<file path="src/rtl/rom_string_reader.sv">
// rom_string_reader
// Read-side initiator for a small synchronous message ROM. On start it walks
// ROM addresses from START_ADDR and streams every non-zero byte to a UART
// transmitter over a valid/ready handshake. The walk ends at the first 0x00
// byte or after the last address; addresses never wrap.
//
// Optional feature (compile-time): APPEND_CRLF_EN
//   When defined, every message is followed by 0x0D then 0x0A, sent with the
//   same valid/ready rules as payload bytes, before done_o pulses.
//   When undefined, the CR and LF states do not exist and the message ends
//   directly in IDLE.
//
// Timing with tx_ready_i held high:
//   start edge -> FETCH -> LOAD -> SEND (tx_valid_o high), so the first byte
//   is offered 2 cycles after the start edge. Each subsequent byte follows
//   3 cycles later (SEND -> FETCH -> LOAD -> SEND).

module rom_string_reader #(
    parameter int                ADDR_W     = 4,
    parameter int                DATA_W     = 8,
    parameter logic [ADDR_W-1:0] START_ADDR = {ADDR_W{1'b0}}
) (
    input  logic              clk_i,
    input  logic              rst_i,
    input  logic              start_i,
    output logic [ADDR_W-1:0] mem_addr_o,
    input  logic [DATA_W-1:0] mem_data_i,
    output logic [DATA_W-1:0] tx_data_o,
    output logic              tx_valid_o,
    input  logic              tx_ready_i,
    output logic              busy_o,
    output logic              done_o
);

    // ------------------------------------------------------------------
    // State encoding. CR/LF only exist when the trailer is enabled.
    // ------------------------------------------------------------------
    typedef enum logic [2:0] {
        ST_IDLE  = 3'd0,
        ST_FETCH = 3'd1,
        ST_LOAD  = 3'd2,
        ST_SEND  = 3'd3
`ifdef APPEND_CRLF_EN
        ,
        ST_CR    = 3'd4,
        ST_LF    = 3'd5
`endif
    } state_t;

`ifdef APPEND_CRLF_EN
    localparam logic [DATA_W-1:0] CR_BYTE = DATA_W'(8'h0D);
    localparam logic [DATA_W-1:0] LF_BYTE = DATA_W'(8'h0A);
`endif

    state_t state_r;

    // ------------------------------------------------------------------
    // Helper predicates
    // ------------------------------------------------------------------

    // A 0x00 byte marks the end of the stored string.
    function automatic logic is_terminator(input logic [DATA_W-1:0] data);
        return (data == {DATA_W{1'b0}});
    endfunction

    // The last ROM address ends the walk even without a 0x00 byte.
    function automatic logic is_last_addr(input logic [ADDR_W-1:0] addr);
        return (&addr);
    endfunction

    // Next sequential address; only used when the current one is not last.
    function automatic logic [ADDR_W-1:0] next_addr(input logic [ADDR_W-1:0] addr);
        return addr + ADDR_W'(1'b1);
    endfunction

    // ------------------------------------------------------------------
    // Main controller: state, ROM address and all handshake outputs are
    // registered here so every output is glitch-free.
    // ------------------------------------------------------------------

    // Sequence ROM reads and the TX handshake; done_o is a one-cycle pulse.
    always_ff @(posedge clk_i or posedge rst_i) begin
        if (rst_i) begin
            state_r    <= ST_IDLE;
            mem_addr_o <= START_ADDR;
            tx_data_o  <= {DATA_W{1'b0}};
            tx_valid_o <= 1'b0;
            busy_o     <= 1'b0;
            done_o     <= 1'b0;
        end else begin
            // done_o is only ever high for the single cycle after completion
            done_o <= 1'b0;

            case (state_r)
                ST_IDLE: begin
                    mem_addr_o <= START_ADDR;
                    tx_valid_o <= 1'b0;
                    if (start_i) begin
                        busy_o  <= 1'b1;
                        state_r <= ST_FETCH;
                    end else begin
                        busy_o  <= 1'b0;
                        state_r <= ST_IDLE;
                    end
                end

                // The ROM captures mem_addr_o on this edge; data is ready in LOAD.
                ST_FETCH: begin
                    state_r <= ST_LOAD;
                end

                ST_LOAD: begin
                    if (is_terminator(mem_data_i)) begin
`ifdef APPEND_CRLF_EN
                        tx_data_o  <= CR_BYTE;
                        tx_valid_o <= 1'b1;
                        state_r    <= ST_CR;
`else
                        tx_valid_o <= 1'b0;
                        busy_o     <= 1'b0;
                        done_o     <= 1'b1;
                        mem_addr_o <= START_ADDR;
                        state_r    <= ST_IDLE;
`endif
                    end else begin
                        tx_data_o  <= mem_data_i;
                        tx_valid_o <= 1'b1;
                        state_r    <= ST_SEND;
                    end
                end

                // Hold the byte stable until the transmitter takes it.
                ST_SEND: begin
                    if (tx_ready_i) begin
                        if (is_last_addr(mem_addr_o)) begin
`ifdef APPEND_CRLF_EN
                            tx_data_o  <= CR_BYTE;
                            tx_valid_o <= 1'b1;
                            state_r    <= ST_CR;
`else
                            tx_valid_o <= 1'b0;
                            busy_o     <= 1'b0;
                            done_o     <= 1'b1;
                            mem_addr_o <= START_ADDR;
                            state_r    <= ST_IDLE;
`endif
                        end else begin
                            tx_valid_o <= 1'b0;
                            mem_addr_o <= next_addr(mem_addr_o);
                            state_r    <= ST_FETCH;
                        end
                    end else begin
                        state_r <= ST_SEND;
                    end
                end

`ifdef APPEND_CRLF_EN
                // Carriage return offered; line feed follows once accepted.
                ST_CR: begin
                    if (tx_ready_i) begin
                        tx_data_o  <= LF_BYTE;
                        tx_valid_o <= 1'b1;
                        state_r    <= ST_LF;
                    end else begin
                        state_r <= ST_CR;
                    end
                end

                // Line feed offered; message completes once accepted.
                ST_LF: begin
                    if (tx_ready_i) begin
                        tx_valid_o <= 1'b0;
                        busy_o     <= 1'b0;
                        done_o     <= 1'b1;
                        mem_addr_o <= START_ADDR;
                        state_r    <= ST_IDLE;
                    end else begin
                        state_r <= ST_LF;
                    end
                end
`endif

                // Unreachable encodings recover to a quiet IDLE.
                default: begin
                    state_r    <= ST_IDLE;
                    mem_addr_o <= START_ADDR;
                    tx_valid_o <= 1'b0;
                    busy_o     <= 1'b0;
                end
            endcase
        end
    end

endmodule

</file>
<file path="config.mk">
export PLATFORM = sky130hd
export DESIGN_NAME = rom_string_reader
export DESIGN_NICKNAME = d
export VERILOG_FILES = /design/src/rtl/rom_string_reader.sv
export SDC_FILE = /design/constraint.sdc
export NUM_CORES = 1
export LEC_CHECK = 0
export CELL_PAD_IN_SITES_DETAIL_PLACEMENT = 1
export CELL_PAD_IN_SITES_GLOBAL_PLACEMENT = 1
export CORE_ASPECT_RATIO = 1.75
export CORE_MARGIN = 3
export CORE_UTILIZATION = 30
export DETAILED_ROUTE_END_ITERATION = 16
export PLACE_DENSITY_LB_ADDON = 0.25
export SYNTH_ARGS = -nofsm -noshare
export SYNTH_HDL_FRONTEND = slang
export SYNTH_SLANG_ARGS = --single-unit
</file>
<file path="constraint.sdc">
create_clock -name clk_i -period 1.76 [get_ports clk_i]
set_clock_uncertainty 0.15 [all_clocks]
set_input_delay 0.528 -clock clk_i [delete_from_list [all_inputs] [get_ports clk_i]]
set_output_delay 0.528 -clock clk_i [all_outputs]
set_load 0.05 [all_outputs]
</file>
==> results of run 1 <==
logic make-up after synthesis:
kind of cell	Yosys count
AO/OA/AOI/OAI	16
adder cells (fa/ha/maj)	1
buffers and inverters	4
flip-flops	17
multiplexers	9
AND/OR/NAND/NOR	20
layout make-up:
class / count / area, sq um
flip-flops and latches: 17 / 427.9
fillers: 271 / 1132
clock inverters: 1 / 5.005
repair buffers: 37 / 471.7
inverters: 1 / 3.754
well taps: 26 / 32.53
clock buffers: 3 / 41.29
multi-input cells: 47 / 407.9
cell usage in the layout, fill, tap and decap left out, types with 2 or more instances in the layout:
| master | count |
|---|---|
| dfrtp_1 | 15 |
| buf_12 | 15 |
| buf_4 | 11 |
| mux2_4 | 8 |
| nand2_1 | 7 |
| clkbuf_2 | 4 |
| a21oi_1 | 3 |
| a21o_1 | 3 |
| clkbuf_8 | 3 |
| clkdlybuf4s50_1 | 3 |
| clkdlybuf4s15_1 | 3 |
| nor4_4 | 2 |
| and2_4 | 2 |
| nand4_1 | 2 |
| and2_1 | 2 |
| a22o_1 | 2 |
| dfrtp_2 | 2 |
flip-flops by register name (all words and copies together), names as in the netlist:
signal      count
busy_o          1
done_o          1
mem_addr_o      4
state_r         2
tx_data_o       8
tx_valid_o      1
worst paths after layout:
kind / start / endpoint / slack [ns]
worst min register to register: tx_valid_o$_DFFE_PP0P_ / tx_valid_o$_DFFE_PP0P_ / 0.42
worst min-delay path: mem_data_i[3] / tx_data_o[3]$_DFFE_PP0P_ / 0.41
worst max-delay path: mem_data_i[0] / mem_addr_o[1]$_DFFE_PP0P_ / 0.03
max in group asynchronous: rst_i / mem_addr_o[1]$_DFFE_PP0P_ / 0.78
min in group asynchronous: rst_i / tx_data_o[6]$_DFFE_PP0P_ / 0.47
worst max register to register: mem_addr_o[0]$_DFFE_PP0P_ / mem_addr_o[0]$_DFFE_PP0P_ / 0.19
power by group:
| part | switching [uW] | total (uW) | internal (uW) |
|---|---|---|---|
| Clock | 135 | 292 | 157 |
| Combinational | 880 | 1810 | 935 |
| Sequential | 208 | 773 | 565 |
| Total | 1220 | 2880 | 1660 |
through the flow:
stage,utilization,instance area (sq um),TNS (ns),setup slack [ns],total power [uW]
final,0.5511,1390,0,0.02860,2880
after global placement,0.5278,1331,-8.627,-0.6334,2520
after CTS,0.5546,1399,0,0.007299,2919
after detailed placement,0.5278,1331,-9.031,-0.6768,2563
after global routing,0.5511,1390,-0.01820,-0.01820,3021
after floorplan,-,847.1,-0.2104,-0.02630,1682
timing repair:
item,in CTS,in global routing
pin swaps,4,3
gates resized for setup,15,7
cloned,1,0
setup buffers,2,1
setup endpoints to repair,16,10
per-layer routing:
metal	vias up	track usage	wire length, um
met3	4	0.02632	73
met4	0	0.07818	40
met2	17	0.2934	1346
li1	325	-	-
met1	361	0.1709	833
met5	-	0	0
critical path, stage by stage:
cell and delay [ns]:
dlygate4sd2_1 0.27, nor4_4 0.26, a21oi_2 0.11, buf_4 0.17, a32o_1 0.21, a22o_1 0.18
==> flow_summary_export.csv, run 1 <==
group,metric,value,unit
detailed_routing,drc,0,
min_path,hold_depth,2,
sta,fmax,0.5776,GHz
grt,grt_pass1_vias,805,
clock_tree,cts_sinks,17,
layout,nNetsFinal,120,
die,fp.dieW,45.30,um
logic_synthesis,synthXorXnorAreaFrac,0,
setup_path,crit_required,1.75,ns
logic_synthesis,synth_top_area_frac,0.5247,
grt,antenna_found_initial,0,
layout,area_growth,71.45,%
logic_synthesis,ys_seq_area_frac,0.5247,
placement,io_buffers,26,
clock_tree,cts.clk_slew.worst_paths,0.07,ns
detailed_routing,drtIter0Drc,10,
die,start_util,0.3214,
logic_synthesis,synth-compound-area-share,0.1389,
detailed_routing,vias_per_cell,5.356,
detailed_routing,first_pass_iters,4,
die,fp.dieArea,3387,sq um
min_path,min_path_type,"input port to flop",
setup_path,r2r_cells,5,
clock_tree,holdBufCountCts,0,
clock_tree,cts.htree.levels,1,
logic_synthesis,synth_edf_count,0,
sta,fin_hold_ws,0.4114,ns
setup_path,critPathArrivalTime,1.72,ns
pwr,power.leakage,0.0006523,uW
clock_tree,cts_tree,"done",
logic_synthesis,ys_top_cells_by_area,"dfrtp_1, mux2_4, nand2_1",
logic_synthesis,synthTopCellsByCount,"dfrtp_1, mux2_4, nand2_1",
sta,fin_crit,1.731,ns
clock_tree,clk_latency,0.25,ns
pwr,power.density,2072,nW/um^2
placement,dp_hpwl,1641,um
layout,fin_cells,132,
die,pin_count,27,
pwr,vdd_drop_max,1.048,mV
grt,grt_pass1_wl,3898,um
logic_synthesis,async_flop_share,1.000,
clock_tree,clock_path_buffers,2,
placement,gp_congestion,0.6692,
detailed_routing,via_count,707,
status,status,"complete, no violations",
detailed_routing,drt-total-wl,2294,um
setup_path,cp_max_fo,5,
layout,drive_gt1_frac,0.4623,
logic_synthesis,yosysTopAreaCell,"dfrtp_1",
die,die_h,74.77,um
grt,overflow,0,
logic_synthesis,synthCells,67,
die,core_area,2522,sq um
setup_path,critPathKind,"input port to flop",
clock_tree,root_buffer,"clkbuf_8",
logic_synthesis,synth.most_common_cell,"dfrtp_1",
sta,fin_crit_sh,0.9837,
logic_synthesis,ys_types,27,
logic_synthesis,syn_nets,80,
die,core.rowCount,24,
logic_synthesis,synth.avg_cell_area,12.10,sq um
sta,slew_headroom,0.7878,
grt,track_usage,0.1606,
sta,maxSlewViolCount,0,
setup_path,critical_path.startpoint_type,"input port",
logic_synthesis,synth_top_family_by_area,"multiplexers",
logic_synthesis,synth-seq-cells,17,
logic_synthesis,synthSimpleGateAreaFrac,0.1327,
logic_synthesis,synth_fa_ha_area_frac,0.01543,
sta,worst_slew_pin_slew,0.3155,ns
logic_synthesis,synth-main-ff-cell,"dfrtp_1",
detailed_routing,drtAntennaViolNets,0,
grt,grt_max_degree,18,
clock_tree,numCtsBuffers,3,
detailed_routing,wl_per_cell,17.38,um
setup_path,endpoint_kind,"flop",
sta,finalSetupViolCount,0,
sta,hold_viol_final,0,
logic_synthesis,netlist_area,810.8,sq um
placement,dp.cells,124,
run,maxCapViolations,0,
logic_synthesis,synth.area.mux_share,0.1605,
logic_synthesis,yosys_warnings,0,
layout,antenna_cells,0,
No activity file was read; power rests on OpenSTA's default activity.
==> run 2, diff against run 1 <==
Settings changed: CTS_CLUSTER_DIAMETER from default to 30.
==> results of run 2 <==
The final DEF is identical to that of run 1; final timing and power are the same.
